**config.mk**
```make
export PLATFORM = sky130hd
export DESIGN_NAME = and_unit_arbiter
export DESIGN_NICKNAME = d
export VERILOG_FILES = /design/src/rtl/and_unit_arbiter.sv
export SDC_FILE = /design/constraint.sdc
export NUM_CORES = 1
export LEC_CHECK = 0
export ABC_CLOCK_PERIOD_IN_PS = 2800
export BUFFER_PORTS_ARGS = -buffer_cell sky130_fd_sc_hd__buf_2
export CORE_ASPECT_RATIO = 0.9
export CORE_MARGIN = 2
export CORE_UTILIZATION = 42
export CTS_CLUSTER_DIAMETER = 30
export DETAILED_ROUTE_END_ITERATION = 6
export GPL_TIMING_DRIVEN = 1
export PLACE_DENSITY = 0.82
export SLEW_MARGIN = 20
export SYNTH_ARGS = -nofsm -noshare
export SYNTH_HDL_FRONTEND = slang
export SYNTH_SLANG_ARGS = --single-unit
```
**constraint.sdc**
```tcl
create_clock -name clk -period 2.8 [get_ports clk]
set_input_delay 0.7 -clock clk [delete_from_list [all_inputs] [get_ports clk]]
set_output_delay 0.7 -clock clk [all_outputs]
set_load 0.05 [all_outputs]
```
**src/rtl/and_unit_arbiter.sv**
```systemverilog
// ---------------------------------------------------------------------------
// and_unit_arbiter
//
// Shares a single bitwise-AND datapath between NUM_REQ requesters. Requests
// are granted round-robin. Each granted operation is registered in one
// output slot together with the ID of the requester that produced it.
// A 16-bit counter tracks completed response handshakes.
//
// Handshakes (both sides): a transfer happens on a rising clk edge where
// valid && ready are both high. valid never depends on ready. On the request
// side, req_ready is combinational from req_valid, rsp_ready and the pointer.
// On the response side, rsp_valid/rsp_data/rsp_id come straight from
// registers.
//
// Ports:
//   clk        - system clock, rising edge
//   rst        - asynchronous, active-high reset
//   req_valid  - [NUM_REQ] per-requester request
//   req_ready  - [NUM_REQ] per-requester accept (one-hot or zero)
//   req_a      - [NUM_REQ*DATA_WIDTH] operand A, requester i at [i*DW +: DW]
//   req_b      - [NUM_REQ*DATA_WIDTH] operand B, same packing
//   rsp_valid  - result register holds a valid result
//   rsp_ready  - consumer accepts the result
//   rsp_data   - [DATA_WIDTH] a & b of the granted requester
//   rsp_id     - [ID_WIDTH] index of the producing requester
//   op_count   - [16] completed response handshakes, wraps
//
// ID_WIDTH must equal max(1, clog2(NUM_REQ)); NUM_REQ is legal in 2..8.
// ---------------------------------------------------------------------------
module and_unit_arbiter #(
    parameter int NUM_REQ    = 4,
    parameter int DATA_WIDTH = 16,
    parameter int ID_WIDTH   = 2
) (
    input  logic                          clk,
    input  logic                          rst,
    input  logic [NUM_REQ-1:0]            req_valid,
    output logic [NUM_REQ-1:0]            req_ready,
    input  logic [NUM_REQ*DATA_WIDTH-1:0] req_a,
    input  logic [NUM_REQ*DATA_WIDTH-1:0] req_b,
    output logic                          rsp_valid,
    input  logic                          rsp_ready,
    output logic [DATA_WIDTH-1:0]         rsp_data,
    output logic [ID_WIDTH-1:0]           rsp_id,
    output logic [15:0]                   op_count
);

    // -----------------------------------------------------------------------
    // State
    // -----------------------------------------------------------------------
    logic                  r_rsp_valid;
    logic [DATA_WIDTH-1:0] r_rsp_data;
    logic [ID_WIDTH-1:0]   r_rsp_id;
    logic [15:0]           r_op_count;
    logic [ID_WIDTH-1:0]   r_rr_ptr;

    // -----------------------------------------------------------------------
    // Combinational arbitration
    // -----------------------------------------------------------------------
    logic                  w_slot_free;
    logic                  w_found;
    logic [ID_WIDTH-1:0]   w_winner;
    logic                  w_accept;
    logic                  w_rsp_hs;
    logic [ID_WIDTH-1:0]   w_next_ptr;
    logic [DATA_WIDTH-1:0] w_and_result;

    // The slot can take a new result if it is empty or being drained now.
    assign w_slot_free = !r_rsp_valid || rsp_ready;
    assign w_rsp_hs    = r_rsp_valid && rsp_ready;

    // Scan rr_ptr, rr_ptr+1, ... wrapping at NUM_REQ (not at 2**ID_WIDTH,
    // so non-power-of-two NUM_REQ is handled by an explicit subtract).
    always_comb begin
        int idx;
        idx      = 0;
        w_found  = 1'b0;
        w_winner = '0;
        for (int k = 0; k < NUM_REQ; k++) begin
            idx = int'(r_rr_ptr) + k;
            if (idx >= NUM_REQ) begin
                idx = idx - NUM_REQ;
            end
            if (!w_found && req_valid[idx]) begin
                w_found  = 1'b1;
                w_winner = ID_WIDTH'(idx);
            end
        end
    end

    // A grant is only offered where it will be taken: the winner is by
    // construction requesting, so any offered grant is an accept.
    assign w_accept  = !rst && w_slot_free && w_found;
    assign req_ready = w_accept ? (NUM_REQ'(1) << w_winner) : '0;

    assign w_next_ptr = (int'(w_winner) == NUM_REQ - 1) ? '0 : (w_winner + 1'b1);

    assign w_and_result = req_a[w_winner*DATA_WIDTH +: DATA_WIDTH]
                        & req_b[w_winner*DATA_WIDTH +: DATA_WIDTH];

    // -----------------------------------------------------------------------
    // Output slot, pointer and counter
    // -----------------------------------------------------------------------
    always_ff @(posedge clk or posedge rst) begin
        if (rst) begin
            r_rsp_valid <= 1'b0;
            r_rsp_data  <= '0;
            r_rsp_id    <= '0;
            r_rr_ptr    <= '0;
        end else begin
            if (w_accept) begin
                // Also covers the back-to-back case: the slot is overwritten
                // in the same edge that drains it, so rsp_valid stays high.
                r_rsp_valid <= 1'b1;
                r_rsp_data  <= w_and_result;
                r_rsp_id    <= w_winner;
                r_rr_ptr    <= w_next_ptr;
            end else if (w_rsp_hs) begin
                // Data and ID are left holding their last values.
                r_rsp_valid <= 1'b0;
            end
        end
    end

    always_ff @(posedge clk or posedge rst) begin
        if (rst) begin
            r_op_count <= '0;
        end else if (w_rsp_hs) begin
            r_op_count <= r_op_count + 16'd1;
        end
    end

    assign rsp_valid = r_rsp_valid;
    assign rsp_data  = r_rsp_data;
    assign rsp_id    = r_rsp_id;
    assign op_count  = r_op_count;

endmodule

```
==> results of run 1 <==
[worst min path at each step]
| stage | to | slack (ps) | cells after the start |
|---|---|---|---|
| global route | op_count[2]$_DFFE_PP0P_ | 330 | 2 |
| finish | op_count[2]$_DFFE_PP0P_ | 320 | 2 |
| CTS | op_count[2]$_DFFE_PP0P_ | 320 | 2 |
| global placement | op_count[15]$_DFFE_PP0P_ | 460 | 1 |
| detailed placement | op_count[15]$_DFFE_PP0P_ | 470 | 1 |
| floorplan | r_rr_ptr[0]$_DFFE_PP0P_ | 520 | 2 |
[Yosys cell counts, drive strengths merged, types with 2 or more instances]
master	count
dfrtp	37
a31oi	30
nand2	26
nand3	22
nor2	20
a311oi	16
a211oi	15
xnor2	13
buf	11
inv	6
ha	5
and2	4
clkbuf	4
nand4	4
mux2	3
or2	3
a21oi	2
and3	2
mux2i	2
nand2b	2
nor2b	2
nor3	2
o21ai	2
xor2	2
[routing by layer]
layer | track usage (%) | up-vias
met5 | 0 | -
met4 | 6.67 | 0
met3 | 3.34 | 14
met2 | 43.2 | 122
met1 | 29.1 | 1283
li1 | - | 1262
[registers in the layout (all words and copies together), names as in the netlist]
register / count
r_rr_ptr: 2
rsp_data: 16
op_count: 16
rsp_valid: 1
rsp_id: 2
[power by group through the flow]
stage / combinational [mW] / clock, mW / sequential (mW)
2_1_floorplan: 0.602 / 0 / 1.31
3_3_place_gp: 1.47 / 0 / 0.800
3_5_place_dp: 1.50 / 0 / 0.816
4_1_cts: 1.52 / 0.401 / 0.804
5_1_grt: 1.60 / 0.428 / 0.828
6_report: 1.51 / 0.391 / 0.806
[logic make-up after synthesis]
group	Yosys count	share of synthesized area (%)
AND/OR/NAND/NOR	90	20.0
AO/OA/AOI/OAI	67	25.7
flip-flops	37	37.4
buffers and inverters	22	5.87
XOR/XNOR	15	5.31
multiplexers	6	3.09
adder cells (fa/ha/maj)	5	2.53
[timing repair]
item / in CTS / in global routing
gates resized for setup: 1 / 4
gates cloned: 0 / 0
buffers inserted: 1 / 1
pin swaps: 1 / 2
endpoints found under the setup margin: 2 / 3
[stage by stage]
| step | util (%) | hold WS (ps) | setup slack (ps) |
|---|---|---|---|
| global placement | 59.9 | 455 | 50.5 |
| global route | 61.9 | 327 | -3.97 |
| finish | 61.9 | 318 | 87.1 |
| detailed placement | 59.9 | 466 | -43.8 |
| floorplan | - | 523 | 79.5 |
| CTS | 61.7 | 315 | 20.6 |
[area by class of cell]
cell class,instances,area [um^2]
Clock buffer,5,68.8
Fill cell,508,2170
Clock inverter,3,21.3
Inverter,7,31.3
Timing Repair Buffer,187,976
Multi-Input combinational cell,183,1410
Sequential cell,37,926
Tap cell,70,87.6
==> summary.md, run 1 <==
| Metric | Value |
|---|---|
| Outcome | `complete, no violations` |
| Die Y | `roughly 77 um` |
| Post-synth net total | `382` |
| Initial antenna violation count | `0` |
| Leakage | `around 1.7 nW` |
| Clk slew on worst S/H paths | `around 90 ps` |
| Clock Latency Late Sink | `a little under 300 ps` |
| Final Instance Area | `roughly 0.0035 mm^2` |
| Synth area leaders | `dfrtp_1 37%, a311oi_2 5.5%, a31oi_1 5.3%, xnor2_1 4.6%, a211oi_2 4.6%` |
| # rows | `26` |
| WL/cell | `roughly 16 um` |
| WL met3 | `between 400 and 500 um` |
| Least-Margin Pin Slew | `just under 1000 ps` |
| Synth top area share | `37.4%` |
| PwrDens | `769 mW/mm^2` |
| Fin nets | `561` |
| Most frequent cells in the layout | `171 x buf_2, 37 x dfrtp_1, 26 x nand2_1` |
| Worst Path Max Fanout | `4` |
| GRT Util Overall | `between 20% and 30%` |
| Worst Setup End Kind | `output port` |
| CTS max path bufs | `2` |
| CP delay by family, top | `simple AND/OR/NAND/NOR gates` |
| Remaining routing DRC violations | `0` |
| Switching share of total power | `between 50% and 60%` |
| Critical path's slowest cell | `a311oi_2` |
| Routed wire length | `around 8000 um` |
| Synthesized area | `around 0.0025 mm^2` |
| Max VDD drop | `0.384 mV` |
| Setup CP Type | `in2out` |
| Top routing layer used | `met4` |
| M1 WL | `3250 um` |
| Int Pwr | `1.34 mW` |
| Worst Setup SP | `req_valid[0]` |
| Via Count | `2681` |
| Clock buffer count from CTS | `5` |
| Hold Crit Class | `in2async` |
| Final Hold Fails | `0` |
| Combinational share of power | `between 50 and 60%` |
| Slew HR | `35.2%` |
| Period utilization | `a little over nine tenths` |
| Sw Pwr | `about 1.4 mW` |
| Fmax | `369 MHz` |
| Synth Register Bits | `37` |
| Worst Path Buf+Inv | `3` |
| Max-cap violation count | `0` |
| CTS Sinks | `37` |
| Clock power frac | `roughly 14%` |
| Worst EP arrival | `between 2000 and 2500 ps` |
| Cells after Synth | `roughly 240` |
| Ant diodes | `0` |
| DRT antenna net count | `0` |
| Global-route wire length before repair | `~13000 um` |
| Placer Congestion | `between 0.8 and 0.9` |
| Post-synth top area cell | `dfrtp_1` |
| Reg-to-Reg Start | `r_rr_ptr[1]$_DFFE_PP0P_` |
| Vias in the first global route | `between 2000 and 3000` |
| Die X | `~85 um` |
| Number of DRC markers after the initial detailed-route iteration | `62` |
| Largest net degree at the start of global routing | `34` |
| Vias per cell | `5.45` |
| Primary FF master, synth | `dfrtp_1` |
| Yosys cell types | `42` |
| Area growth, synth to finish | `42.5%` |
| Pins Over Slew Limit | `0` |
| Placed Cells | `roughly 480` |
| Total gr overflow | `0` |
| CTS root buf | `clkbuf_8` |
| Non-filler cells, final | `between 400 and 500` |
| CTS tree | `built` |
| PortBufs | `~170` |
| Sequential share of the synthesized area | `~37%` |
| Dpl cell area | `0.00341 mm^2` |
| Critical path cell sequence | `buf_2, nand2_1, a311oi_2, or2_1, inv_1, ha_1, and2_2, buf_4` |
| Crit path time final | `roughly 2700 ps` |
| H-tree depth | `2` |
| Layout cells sized above 1 | `between 50% and 60%` |
| Pre-Repair DR Iteration Count | `4` |
| Core area | `~0.0057 mm^2` |
| Hpwl dp | `6160 um` |
| EDFF count, synth | `0` |
| YS warnings | `0` |
| Setup TNS after final layout | `0 ps` |
| Ys async rst share | `100%` |
| Flop-to-flop setup slack | `roughly 660 ps` |
| DR WL met2 | `around 4100 um` |
| Clk_skew | `~11 ps` |
| Die area | `around 0.0065 mm^2` |
| Reg2Reg Depth | `7` |
| Setup-failing EPs final | `0` |
| Critical Path Stages | `8` |
| CP peak stage delay | `approximately 300 ps` |
| Worst path required time | `between 2000 and 2500 ps` |
| Crit start category | `input pin` |
| CP endpoint | `req_ready[3]` |
| Ports | `174` |
| Initial Util | `43.5%` |
| Average size of a mapped cell | `~10 um^2` |
| R2R Path End | `rsp_data[9]$_DFFE_PP0P_` |
| Hold-fix buffers, CTS | `0` |
| Leading cell type in the layout, fill and taps excluded | `buf_2` |
| Fraction of power consumed by sequential logic | `29.8%` |
| Design Power | `2.71 mW` |
Power figures use the tool's default switching activity.
==> run 2, diff against run 1 <==
Settings changed: ABC_CLOCK_PERIOD_IN_PS 2800 to 3200, CORE_ASPECT_RATIO 0.9 to 0.8, CORE_UTILIZATION 42 to 44, PLACE_DENSITY 0.82 to 0.85.
Clock period 2.8 ns to 3.2 ns, I/O delays scaled along.
==> run 2 against run 1 <==
Against the previous run:
- via count fell by 2.5%
- wire length fell by 4.0%
- cell count rose by 0.20%
- sequential share of layout area rose by 0.25 points
- die area fell by 4.3%
- clock skew fell by 8.6 ps
- sequential power fell by 12%
- first-iteration DRC count rose by 90%
- design area fell by 0.96%
- setup slack improved by 85 ps
- sequential cell count did not move
- register-to-register slack got worse by 20 ps
==> summary.md, run 2 (same netlist as run 1, synthesis figures left out) <==
| Metric | Value |
|---|---|
| Outcome | `complete, no violations` |
| Least-Margin Pin Slew | `947 ps (-25.1 ps)` |
| Slew HR | `36.9% (+1.7 points)` |
| Ports | `174 (unchanged)` |
| Ant diodes | `0 (unchanged)` |
| Clk_skew | `2.28 ps (-8.63 ps)` |
| Cts repair resizes | `0 (-1)` |
| WL/cell | `15.5 um (-4.2%)` |
| Hpwl dp | `6050 um (-1.9%)` |
| Post-CTS Setup Bufs | `0 (-1)` |
| GRT Util Overall | `23.9% (+0.11 points)` |
| Final Hold Fails | `0 (unchanged)` |
| Global-route wire length before repair | `11600 um (-7.2%)` |
| Max-cap violation count | `0 (unchanged)` |
| Pre-Repair DR Iteration Count | `4 (unchanged)` |
| Fmax | `roughly 330 MHz` |
| Clock buffer count from CTS | `5 (unchanged)` |
| PwrDens | `681 mW/mm^2 (-11%)` |
| Remaining routing DRC violations | `0 (unchanged)` |
| CTS tree | `built` |
| Hold-fix buffers, CTS | `0 (unchanged)` |
| Worst path required time | `2400 ps (+300 ps)` |
| CTS max path bufs | `2 (unchanged)` |
| Clk slew on worst S/H paths | `70 ps (-20 ps)` |
| Vias per cell | `5.30 (-2.7%)` |
| Leakage | `1.68 nW (-1.3%)` |
| Leading cell type in the layout, fill and taps excluded | `buf_2` |
| Critical path's slowest cell | `a311oi_1` |
| H-tree depth | `2 (unchanged)` |
| Initial antenna violation count | `0 (unchanged)` |
| Period utilization | `around 95%` |
| Die Y | `71.1 um (-7.5%)` |
| Setup-failing EPs final | `0 (unchanged)` |
| Routed wire length | `7640 um (-4.0%)` |
| Clock Latency Late Sink | `280 ps (about the same)` |
| Initial Util | `45.5% (+2.1 points)` |
| Worst EP arrival | `2230 ps (+220 ps)` |
| Layout cells sized above 1 | `56.4% (-1.9 points)` |
| Number of fill cells | `465 (-8.5%)` |
| DRT antenna net count | `0 (unchanged)` |
| Hold Crit Class | `reg2reg` |
| Crit path time final | `between 3000 and 4000 ps` |
| # rows | `24 (-7.7%)` |
| Hold_ws | `472 ps (+155 ps)` |
| Setup CP Type | `in2out` |
| CTS root buf | `clkbuf_8` |
| CP delay by family, top | `simple AND/OR/NAND/NOR gates` |
| Setup TNS after final layout | `0 ps (unchanged)` |
| CP peak stage delay | `290 ps (about the same)` |
| PortBufs | `173 (unchanged)` |
| Total gr overflow | `0 (unchanged)` |
| Dpl cell area | `0.00338 mm^2 (-0.95%)` |
| Final Instance Area | `0.00349 mm^2 (-0.96%)` |
| Critical path cell sequence | `buf_2, nor2b_1, a311oi_1, or2_1, inv_1, ha_1, and2_1, buf_2` |
| Largest net degree at the start of global routing | `30 (-12%)` |
| Fin nets | `555 (-1.1%)` |
| Worst Path Max Fanout | `5 (+1)` |
| Crit start category | `input pin` |
| Placed Cells | `485 (+0.62%)` |
| Die X | `87.8 um (+3.5%)` |
| Max VDD drop | `0.276 mV (-28%)` |
| Most common cell on crit path | `buf_2` |
| Placer Congestion | `0.810 (-3.5%)` |
| Area growth, synth to finish | `41.1%` |
| RSZ-0062 raised after global routing | `false` |
| Die area | `0.00624 mm^2 (-4.3%)` |
| Worst Path Buf+Inv | `3 (unchanged)` |
| Non-filler cells, final | `493 (+0.20%)` |
| CTS Sinks | `37 (unchanged)` |
| Number of DRC markers after the initial detailed-route iteration | `118 (+90%)` |
| Pins Over Slew Limit | `0 (unchanged)` |
| Core area | `0.00544 mm^2 (-4.5%)` |
| Via Count | `2615 (-2.5%)` |
| Worst Setup End Kind | `output port` |
| Vias in the first global route | `2493 (-6.0%)` |
| Most frequent cells in the layout | `173 x buf_2, 37 x dfrtp_1, 26 x nand2_1` |
==> run 2: cell types whose count changed in the layout (fill, tap and decap cells not counted) <==
| cell | change |
|---|---|
| a311oi_1 | +1 |
| bufinv_16 | +1 |
| and2_2 | -4 |
| buf_2 | +2 |
| clkinvlp_4 | -1 |
| buf_4 | -9 |
| buf_6 | +1 |
| inv_6 | -1 |
| a311oi_2 | -1 |
| and2_1 | +4 |
==> run 2: worst paths after layout <==
check | from | end | slack (ps) | depth (start not counted)
max | req_valid[2] | req_ready[2] | 170 | 8
min | op_count[15]$_DFFE_PP0P_ | op_count[15]$_DFFE_PP0P_ | 470 | 1
max reg2reg | rsp_valid$_DFFE_PP0P_ | rsp_data[0]$_DFFE_PP0P_ | 640 | 6
min reg2reg | op_count[15]$_DFFE_PP0P_ | op_count[15]$_DFFE_PP0P_ | 470 | 1
max in group asynchronous | rst | op_count[2]$_DFFE_PP0P_ | 1940 | 3
min in group asynchronous | rst | r_rr_ptr[1]$_DFFE_PP0P_ | 540 | 2
==> run 2: cell type report <==
cell class,count,area (um^2),area share [%]
Clock buffer,5,68.8,1.97
Clock inverter,2,35.0,1.00
Inverter,7,31.3,0.896
Multi-Input combinational cell,183,1400,40.2
Sequential cell,37,926,26.5
Tap cell,78,97.6,2.80
Timing Repair Buffer,181,930,26.6
==> run 2: metal layers <==
metal	global-route usage, %	up-vias	wire length (um)
li1	-	1252	-
met4	8.03	0	172
met2	41.1	144	3770
met1	29.7	1203	3110
met5	0	-	0
met3	5.02	16	592
==> run 2: where the power goes <==
part	switching (mW)	leakage [nW]	internal (mW)
Sequential	0.103	0.457	0.603
Clock	0.161	0.0540	0.226
Combinational	0.896	1.16	0.388
Total	1.16	1.68	1.22
==> run 2: worst reg2reg max path: cells and delay by family (launching register included) <==
family / cells / cell delay (ps)
AO/OA/AOI/OAI: 2 / 400
flip-flops: 1 / 410
AND/OR/NAND/NOR: 3 / 1380
buffers and inverters: 1 / 250
==> run 2: metrics by stage <==
stage	util (%)	total power, mW	worst slack [ps]
2_1_floorplan	-	1.67	156
3_3_place_gp	62.1	1.97	85.0
3_5_place_dp	62.1	2.00	-2.35
4_1_cts	64.0	2.39	1.16
5_1_grt	64.2	2.51	47.5
6_report	64.2	2.38	172
==> run 3, diff against run 2 <==
Settings changed: RECOVER_POWER set to 25.
==> run 3 against run 2 <==
Against the previous run:
- the run now ends with max-capacitance violations left
- global-route usage is the same
- sequential cell count is the same
- setup slack gained 7.8 ps
- clock power is essentially flat
- clock skew is essentially flat
- sequential power is essentially flat
- register-to-register slack lost 20 ps
- critical path depth is the same
- largest cell class unchanged
==> summary.md, run 3 (same netlist as run 1, synthesis figures left out) <==
| Metric | Value |
|---|---|
| Outcome | `finished with violations` |
| Failing checks | `max-capacitance violations` |
| Initial antenna violation count | `0 (unchanged)` |
| Hold Crit Class | `reg2reg` |
| CTS Sinks | `37 (unchanged)` |
| Die area | `0.00624 mm^2 (unchanged)` |
| # rows | `24 (unchanged)` |
| Crit start category | `input pin` |
| Least-Margin Pin Slew | `1500 ps (+550 ps)` |
| Leakage | `1.67 nW (-0.57%)` |
| Setup CP Type | `in2out` |
| Hold path startpoint | `op_count[15]$_DFFE_PP0P_` |
| Number of fill cells | `468 (+0.65%)` |
| Worst Path Max Fanout | `5 (unchanged)` |
| Vias per cell | `5.29 (-0.31%)` |
| Clock buffer count from CTS | `5 (unchanged)` |
| H-tree depth | `2 (unchanged)` |
| Global-route wire length before repair | `11600 um (unchanged)` |
| Largest net degree at the start of global routing | `30 (unchanged)` |
| Reg-to-Reg Start | `rsp_valid$_DFFE_PP0P_` |
| Max-cap violation count | `1 (+1)` |
| Pins Over Slew Limit | `0 (unchanged)` |
| Sw Pwr | `1.16 mW (about the same)` |
| Worst EP arrival | `2220 ps (about the same)` |
| Ports | `174 (unchanged)` |
| Remaining routing DRC violations | `0 (unchanged)` |
| Worst Setup End Kind | `output port` |
| Final Hold Fails | `0 (unchanged)` |
| Reg area | `926 um^2 (unchanged)` |
| Fin nets | `555 (unchanged)` |
| Clk slew on worst S/H paths | `70 ps (about the same)` |
| Multi-input gate area | `0.00140 mm^2 (-0.45%)` |
| Clk_skew | `2.33 ps (+0.0439 ps)` |
| Fraction of power consumed by sequential logic | `29.8% (about the same)` |
| Vias in the first global route | `2493 (unchanged)` |
| Slew HR | `0.210% (-37 points)` |
| Cts repair resizes | `0 (unchanged)` |
| Switching share of total power | `48.8% (about the same)` |
| Initial Util | `45.5% (unchanged)` |
| Ant diodes | `0 (unchanged)` |
| Int Pwr | `1.22 mW (-0.11%)` |
| Fmax | `331 MHz (+0.26%)` |
| Design Power | `2.38 mW (about the same)` |
| CTS max path bufs | `2 (unchanged)` |
| Placer Congestion | `0.810 (unchanged)` |
| Post-CTS Setup Bufs | `0 (unchanged)` |
| Number of DRC markers after the initial detailed-route iteration | `108 (-8.5%)` |
| Die Y | `71.1 um (unchanged)` |
| Final WS setup | `180 ps (+7.81 ps)` |
| Crit path time final | `3020 ps (-7.81 ps)` |
| Layout cells sized above 1 | `55.4% (-0.96 points)` |
| PortBufs | `173 (unchanged)` |
| CTS root buf | `clkbuf_8` |
| Via Count | `2607 (-0.31%)` |
| Worst Setup SP | `req_valid[2]` |
| CTS tree | `built` |
| GRT Util Overall | `23.9% (unchanged)` |
| Hold-fix buffers, CTS | `0 (unchanged)` |
| Clock Latency Late Sink | `280 ps (about the same)` |
| Setup-failing EPs final | `0 (unchanged)` |
| Hold_ws | `468 ps (-4.56 ps)` |
| Worst path required time | `2400 ps (about the same)` |
| Total gr overflow | `0 (unchanged)` |
| Die X | `87.8 um (unchanged)` |
| Pre-Repair DR Iteration Count | `4 (unchanged)` |
| Clock power frac | `16.3% (about the same)` |
| Area growth, synth to finish | `40.6%` |
| DRT antenna net count | `0 (unchanged)` |
| WL/cell | `15.5 um (+0.18%)` |
| PwrDens | `684 mW/mm^2 (+0.34%)` |
| Dpl ws | `-2.35 ps (unchanged)` |
| RSZ-0062 raised after global routing | `false` |
| Max VDD drop | `0.276 mV (+0.11%)` |
| Hpwl dp | `6050 um (unchanged)` |
| Most frequent cells in the layout | `171 x buf_2, 37 x dfrtp_1, 26 x nand2_1` |
| Core area | `0.00544 mm^2 (unchanged)` |
| Routed wire length | `7650 um (+0.18%)` |
| Period utilization | `94.4% (-0.24 points)` |
| Combinational share of power | `54.0% (about the same)` |
| Leading cell type in the layout, fill and taps excluded | `buf_2` |
==> run 3: cell count changes in the layout (fill, tap and decap cells not counted), sizes merged <==
cell	before	now
buf	181	178
clkbuf	5	8
==> run 3: power by group through the flow <==
| stage | Clock (mW) | Sequential [mW] | Combinational [mW] |
|---|---|---|---|
| 2_1_floorplan | 0 | 1.14 | 0.525 |
| 3_3_place_gp | 0 | 0.706 | 1.26 |
| 3_5_place_dp | 0 | 0.714 | 1.29 |
| 4_1_cts | 0.398 | 0.706 | 1.29 |
| 5_1_grt | 0.417 | 0.724 | 1.37 |
| 6_report | 0.387 | 0.707 | 1.28 |
==> run 3: routing by layer <==
layer / global-route usage, % / share of wire (%) / wire length, um / vias to the layer above
met4: 8.03 / 2.5 / 195 / 0
met2: 41.1 / 49 / 3730 / 144
met1: 29.7 / 41 / 3160 / 1190
li1: - / - / - / 1253
met5: 0 / 0 / 0 / -
met3: 5.02 / 7.4 / 570 / 20
==> run 3: cell type report <==
class,instances,area share [%]
clock buffer,5,1.98
clock inverter,2,1.01
inverter,7,0.899
multi-input combinational,183,40.1
sequential,37,26.6
tap,78,2.81
timing repair buffer,181,26.5
==> run 3: final timing paths <==
check / endpoint / slack, ps / depth (start not counted)
worst max-delay path: req_ready[2] / 180 / 8
worst min-delay path: op_count[15]$_DFFE_PP0P_ / 470 / 1
worst max register to register: rsp_data[0]$_DFFE_PP0P_ / 620 / 6
worst min register to register: op_count[15]$_DFFE_PP0P_ / 470 / 1
max in group asynchronous: op_count[15]$_DFFE_PP0P_ / 920 / 3
min in group asynchronous: r_rr_ptr[1]$_DFFE_PP0P_ / 550 / 2
==> run 3: worst max-delay path, cell delays in order <==
cell	delay, ps
buf_2	130
nor2b_1	130
a311oi_1	290
or2_1	260
inv_1	90
ha_1	190
and2_1	130
buf_2	200
==> run 3: metrics by stage <==
stage / util [%] / instance area (um^2) / std cells / setup TNS (ps)
floorplan: - / 2470 / 242 / 0
global placement: 62.1 / 3380 / 485 / 0
detailed placement: 62.1 / 3380 / 485 / -2.35
CTS: 64.0 / 3480 / 492 / 0
global route: 64.0 / 3480 / 493 / 0
finish: 64.0 / 3480 / 493 / 0
